<file path="config.mk">
export PLATFORM = sky130hd
export DESIGN_NAME = hazard_forward_unit
export DESIGN_NICKNAME = d
export VERILOG_FILES = /design/src/rtl/hazard_forward_unit.sv
export SDC_FILE = /design/constraint.sdc
export NUM_CORES = 1
export LEC_CHECK = 0
export ABC_AREA = 0
export BUFFER_PORTS_ARGS = -buffer_cell sky130_fd_sc_hd__buf_2
export CAP_MARGIN = 20
export CORE_ASPECT_RATIO = 0.75
export CORE_UTILIZATION = 35
export DETAILED_ROUTE_END_ITERATION = 16
export MAX_ROUTING_LAYER = met4
export PLACE_DENSITY = 0.65
export SYNTH_ARGS = -nofsm -noshare
export SYNTH_HDL_FRONTEND = slang
export SYNTH_SLANG_ARGS = --single-unit
</file>
<file path="constraint.sdc">
create_clock -name i_clk -period 2.07 [get_ports i_clk]
set_input_delay 0.1035 -clock i_clk [delete_from_list [all_inputs] [get_ports i_clk]]
set_output_delay 0.1035 -clock i_clk [all_outputs]
set_load 0.1 [all_outputs]
</file>
<file path="src/rtl/hazard_forward_unit.sv">
// -----------------------------------------------------------------------------
// hazard_forward_unit
//
// Producer side of the EX-stage operand-forwarding interface for a 5-stage
// RV32I pipeline. It shadows the destination info of the instructions that are
// in flight, and from that it produces:
//   - registered forward selects for the instruction now in EX
//     (0 = register file, 1 = WB result, 2 = MEM result; 3 is never driven)
//   - the load-use stall, the ID/EX bubble and the branch-redirect flush.
//
// Ports
//   i_clk, i_reset       clock (rising edge), asynchronous active-high reset
//   i_id_*               operand/destination description of the ID instruction
//   i_ex_redirect        taken branch/jump resolved in EX this cycle
//   o_forward_A/B        operand selects for the instruction in EX
//   o_stall_id           hold PC and IF/ID
//   o_bubble_idex        load ID/EX with a NOP
//   o_flush_ifid         kill IF/ID contents
//   o_stall_count        saturating count of load-use stall cycles
// -----------------------------------------------------------------------------
module hazard_forward_unit #(
  parameter int REG_AW = 5,
  parameter int CNT_W  = 16
) (
  input  logic              i_clk,
  input  logic              i_reset,
  input  logic              i_id_valid,
  input  logic [REG_AW-1:0] i_id_rs1_addr,
  input  logic [REG_AW-1:0] i_id_rs2_addr,
  input  logic              i_id_rs1_used,
  input  logic              i_id_rs2_used,
  input  logic [REG_AW-1:0] i_id_rd_addr,
  input  logic              i_id_rd_wren,
  input  logic              i_id_is_load,
  input  logic              i_ex_redirect,
  output logic [1:0]        o_forward_A,
  output logic [1:0]        o_forward_B,
  output logic              o_stall_id,
  output logic              o_bubble_idex,
  output logic              o_flush_ifid,
  output logic [CNT_W-1:0]  o_stall_count
);

  // Shadow slots. The WB stage never needs its own copy: by the time an
  // instruction reaches WB its consumer's select was already latched (as 1)
  // when that consumer left ID while the producer moved MEM->WB.
  logic              r_ex_valid;
  logic [REG_AW-1:0] r_ex_rd;
  logic              r_ex_wren;
  logic              r_ex_load;
  logic              r_mem_valid;
  logic [REG_AW-1:0] r_mem_rd;
  logic              r_mem_wren;

  logic [1:0]        r_forward_a;
  logic [1:0]        r_forward_b;
  logic [CNT_W-1:0]  r_stall_count;

  logic              w_ex_hit_rs1;
  logic              w_ex_hit_rs2;
  logic              w_mem_hit_rs1;
  logic              w_mem_hit_rs2;
  logic              w_luse;
  logic              w_stall;
  logic              w_bubble;
  logic              w_load_ex;
  logic [1:0]        w_fwd_a_next;
  logic [1:0]        w_fwd_b_next;

  // Hit: slot holds a real instruction writing a non-zero rd equal to r.
  assign w_ex_hit_rs1  = r_ex_valid  & r_ex_wren  & (r_ex_rd  != '0) & (r_ex_rd  == i_id_rs1_addr);
  assign w_ex_hit_rs2  = r_ex_valid  & r_ex_wren  & (r_ex_rd  != '0) & (r_ex_rd  == i_id_rs2_addr);
  assign w_mem_hit_rs1 = r_mem_valid & r_mem_wren & (r_mem_rd != '0) & (r_mem_rd == i_id_rs1_addr);
  assign w_mem_hit_rs2 = r_mem_valid & r_mem_wren & (r_mem_rd != '0) & (r_mem_rd == i_id_rs2_addr);

  assign w_luse = i_id_valid & r_ex_load &
                  ((i_id_rs1_used & w_ex_hit_rs1) | (i_id_rs2_used & w_ex_hit_rs2));

  // A redirect kills the ID instruction anyway, so it overrides the stall.
  assign w_stall   = w_luse & ~i_ex_redirect;
  assign w_bubble  = w_stall | i_ex_redirect;
  assign w_load_ex = i_id_valid & ~w_bubble;

  // The current EX occupant is the MEM producer next cycle, the current MEM
  // occupant is the WB producer; the younger one wins. A load in EX cannot
  // supply select 2 because its data only exists after MEM.
  always_comb begin
    w_fwd_a_next = 2'd0;
    w_fwd_b_next = 2'd0;
    if (i_id_rs1_used & w_ex_hit_rs1 & ~r_ex_load) begin
      w_fwd_a_next = 2'd2;
    end else if (i_id_rs1_used & w_mem_hit_rs1) begin
      w_fwd_a_next = 2'd1;
    end
    if (i_id_rs2_used & w_ex_hit_rs2 & ~r_ex_load) begin
      w_fwd_b_next = 2'd2;
    end else if (i_id_rs2_used & w_mem_hit_rs2) begin
      w_fwd_b_next = 2'd1;
    end
  end

  always_ff @(posedge i_clk or posedge i_reset) begin
    if (i_reset) begin
      r_ex_valid    <= 1'b0;
      r_ex_rd       <= '0;
      r_ex_wren     <= 1'b0;
      r_ex_load     <= 1'b0;
      r_mem_valid   <= 1'b0;
      r_mem_rd      <= '0;
      r_mem_wren    <= 1'b0;
      r_forward_a   <= 2'd0;
      r_forward_b   <= 2'd0;
      r_stall_count <= '0;
    end else begin
      r_mem_valid <= r_ex_valid;
      r_mem_rd    <= r_ex_rd;
      r_mem_wren  <= r_ex_wren;
      // Payload fields are don't-care when valid is low.
      r_ex_valid  <= w_load_ex;
      r_ex_rd     <= i_id_rd_addr;
      r_ex_wren   <= i_id_rd_wren;
      r_ex_load   <= i_id_is_load;
      r_forward_a <= w_load_ex ? w_fwd_a_next : 2'd0;
      r_forward_b <= w_load_ex ? w_fwd_b_next : 2'd0;
      if (w_stall && (r_stall_count != {CNT_W{1'b1}})) begin
        r_stall_count <= r_stall_count + CNT_W'(1);
      end
    end
  end

  assign o_forward_A   = r_forward_a;
  assign o_forward_B   = r_forward_b;
  assign o_stall_id    = w_stall;
  assign o_bubble_idex = w_bubble;
  assign o_flush_ifid  = i_ex_redirect;
  assign o_stall_count = r_stall_count;

endmodule

</file>
==> results.sh <==
export IMPL_grt_usage_pct=16.5
export IMPL_setup_viol=1
export IMPL_cts_tree="done"
export IMPL_grt_overflow_total=0
export IMPL_vdd_drop_max_mv=0.370
export IMPL_status="complete, but fails checks"
export IMPL_die_w_um=82.3
export IMPL_htreeDepth=2
export IMPL_clk_pin_slew_ns=0.08
export IMPL_p_comb_share_pct=11.4
export IMPL_p_leak_nw=1.22
export IMPL_p_clk_share_pct=36.5
export IMPL_ys_types=33
export IMPL_grt_first_pass_wirelength_mm=6.26
export IMPL_drive_above_1_share_pct=55.7
export IMPL_vias_per_cell=4.81
export IMPL_cts_root_buf="clkbuf_8"
export IMPL_antennaDiodeCount=0
export IMPL_cts_buffer_depth=2
export IMPL_io_buffers=45
export IMPL_mostFrequentLayoutCells="buf_2 (43), xor2_1 (26), dfrtp_1 (21)"
export IMPL_fin_ws_ns=-0.0666
export IMPL_relSlewSlack_pct=67.6
export IMPL_fmax_mhz=468
export IMPL_startpoint_type="flip-flop"
export IMPL_crit_path_max_fanout=5
export IMPL_ios=46
export IMPL_ys_ff_latch=35
export IMPL_grt_max_degree=36
export IMPL_violations="negative setup slack"
export IMPL_layout_nets=242
export IMPL_total_power_mw=1.38
export IMPL_arrival_ns=2.03
export IMPL_ys_flop_type="dfrtp_1"
export IMPL_switchingPower_mw=0.368
export IMPL_sequentialPowerShare_pct=52.1
export IMPL_via_count=1328
export IMPL_cp_required_ns=1.97
export IMPL_syn2layout_area_growth_pct=54.0
export IMPL_switching_share_pct=26.7
export IMPL_die_height_um=62.2
export IMPL_critical_path_class="flip-flop to output port"
export IMPL_dp_hpwl_mm=2.57
export IMPL_dieArea_um2=5120
export IMPL_final_period_utilization_pct=103
export IMPL_grt_setup_unrepaired="yes"
export IMPL_drtPass1Iterations=4
export IMPL_clock_latency_ns=0.28
export IMPL_antenna_found_initial=0
export IMPL_internal_power_mw=1.01
export IMPL_cap_violations=0
export IMPL_final_setup_skew_ns=0.00569
export IMPL_worst_slew_pin_slew_ns=0.490
export IMPL_grt_pass1_vias=1339
export IMPL_tns_ns=-0.0666
export IMPL_netlist_area_um2=1690
export IMPL_start_util_pct=37.2
export IMPL_syn_nets=163
export IMPL_ys_seq_area_share_pct=51.8
export IMPL_period_needed_ns=2.14
export IMPL_hold_class="primary input to flip-flop"
export IMPL_power_density_nw_per_um2=530
export IMPL_syn_inst=139
export IMPL_async_reset_ff_share_pct=100
export IMPL_final_common_cell="buf_2"
export IMPL_slew_violations=0
export IMPL_numCtsBuffers=5
export IMPL_route_detailed_drc=0
export IMPL_wl_per_cell_um=14.2
export IMPL_synth_edf_count=0
export IMPL_pre_cts_slack_ns=0.0773
export IMPL_routed_wl_mm=3.92
export IMPL_fp_coreArea_um2=4550
export IMPL_antenna_left=0
export IMPL_rows=21
export IMPL_cts_sink_count=35
export IMPL_gp_congestion=0.808
export IMPL_avgSynthCellArea_um2=12.2
export IMPL_first_iter_violations=50
export IMPL_timing_hold_violations_final=0
export IMPL_cp_end_kind="output port"
export IMPL_yosys_warnings=0
## layout make-up
type,instances,area (µm²)
well taps,57,71.3
clock inverters,3,25.0
inverters,3,11.3
multi-input cells,98,977
flip-flops and latches,35,898
fillers,359,1940
repair buffers,75,553
clock buffers,5,68.8
## per-layer routing
| layer | GRT usage [%] | part of all wire [%] |
|---|---|---|
| met1 | 23.2 | 46 |
| met3 | 4.12 | 4.4 |
| met4 | 4.61 | 0.97 |
| met5 | - | 0 |
| met2 | 23.2 | 48 |
## path summary, 6_finish.rpt
check                              start           endpoint  slack [ns]  cells past startpoint
min in group asynchronous        i_reset         r_ex_rd[4]        0.44                      4
min                        i_id_rs1_used     o_forward_A[0]        0.09                      3
min reg2reg                   r_ex_valid        r_mem_valid        0.40                      0
max                           r_ex_rd[0]      o_bubble_idex       -0.07                      6
max reg2reg                   r_ex_rd[0]  o_stall_count[14]           0                      9
max in group asynchronous        i_reset   o_stall_count[5]        1.29                      4
## synthesized netlist by cell type (all sizes together), types with 2 or more instances
| cell type | number | area share (%) |
|---|---|---|
| nor2 | 5 | 1.3 |
| inv | 3 | 0.67 |
| buf | 3 | 1.4 |
| and2 | 2 | 0.74 |
| nand2 | 9 | 2.0 |
| nor4 | 7 | 2.6 |
| nor3 | 11 | 6.3 |
| and4 | 2 | 1.0 |
| a2111oi | 2 | 1.8 |
| dfrtp | 35 | 52 |
| o2111ai | 2 | 2.1 |
| nand4 | 5 | 1.8 |
| nand3 | 6 | 1.8 |
| xor2 | 26 | 13 |
| xnor2 | 9 | 4.7 |
## registers in the layout (all words and copies together) (netlist names)
signal         flops
r_ex_rd            5
o_stall_count     16
o_forward_B        2
r_ex_valid         1
r_mem_rd           5
r_mem_wren         1
r_ex_load          1
r_mem_valid        1
r_ex_wren          1
o_forward_A        2
## power groups by stage
stage | clock network (mW) | logic, mW | registers [mW]
finish | 0.504 | 0.157 | 0.720
global route | 0.552 | 0.170 | 0.722
CTS | 0.515 | 0.146 | 0.718
detailed placement | 0 | 0.122 | 0.733
global placement | 0 | 0.122 | 0.733
floorplan | 0 | 0.0715 | 0.734
## stage by stage
stage	area, µm²	utilization [%]	hold slack (ns)	instances
after detailed placement	2060	45.3	0.213	246
after global placement	2060	45.3	0.214	246
final	2610	57.3	0.0919	276
after floorplan	1710	-	0.135	139
after CTS	2330	51.3	0.0871	271
after global routing	2610	57.3	0.0918	276
## worst max-delay path, stage by stage (launching register included)
cell and delay (ns):
dfrtp_2 0.44, or3_4 0.37, o311a_4 0.37, nand2_4 0.09
nand2_4 0.06, a31o_4 0.25, buf_12 0.16
## what timing repair did
action	4_1_cts	5_1_grt
hold buffers	8	0
buffers inserted	9	5
hold endpoints to repair	42	0
pin swaps	5	32
gates resized for setup	8	47
setup endpoints to repair	2	16
cloned	0	0
## cells by family after synthesis
group | synth area share, %
xor gates and xnor gates | 18.1
and+or+nand+nor | 20.7
DFF | 51.8
buffers and inverters | 2.07
AOI/OAI and AO/OA | 5.92
muxes | 0.666
adders and majority gates | 0.740
Power figures use the tool's default switching activity.
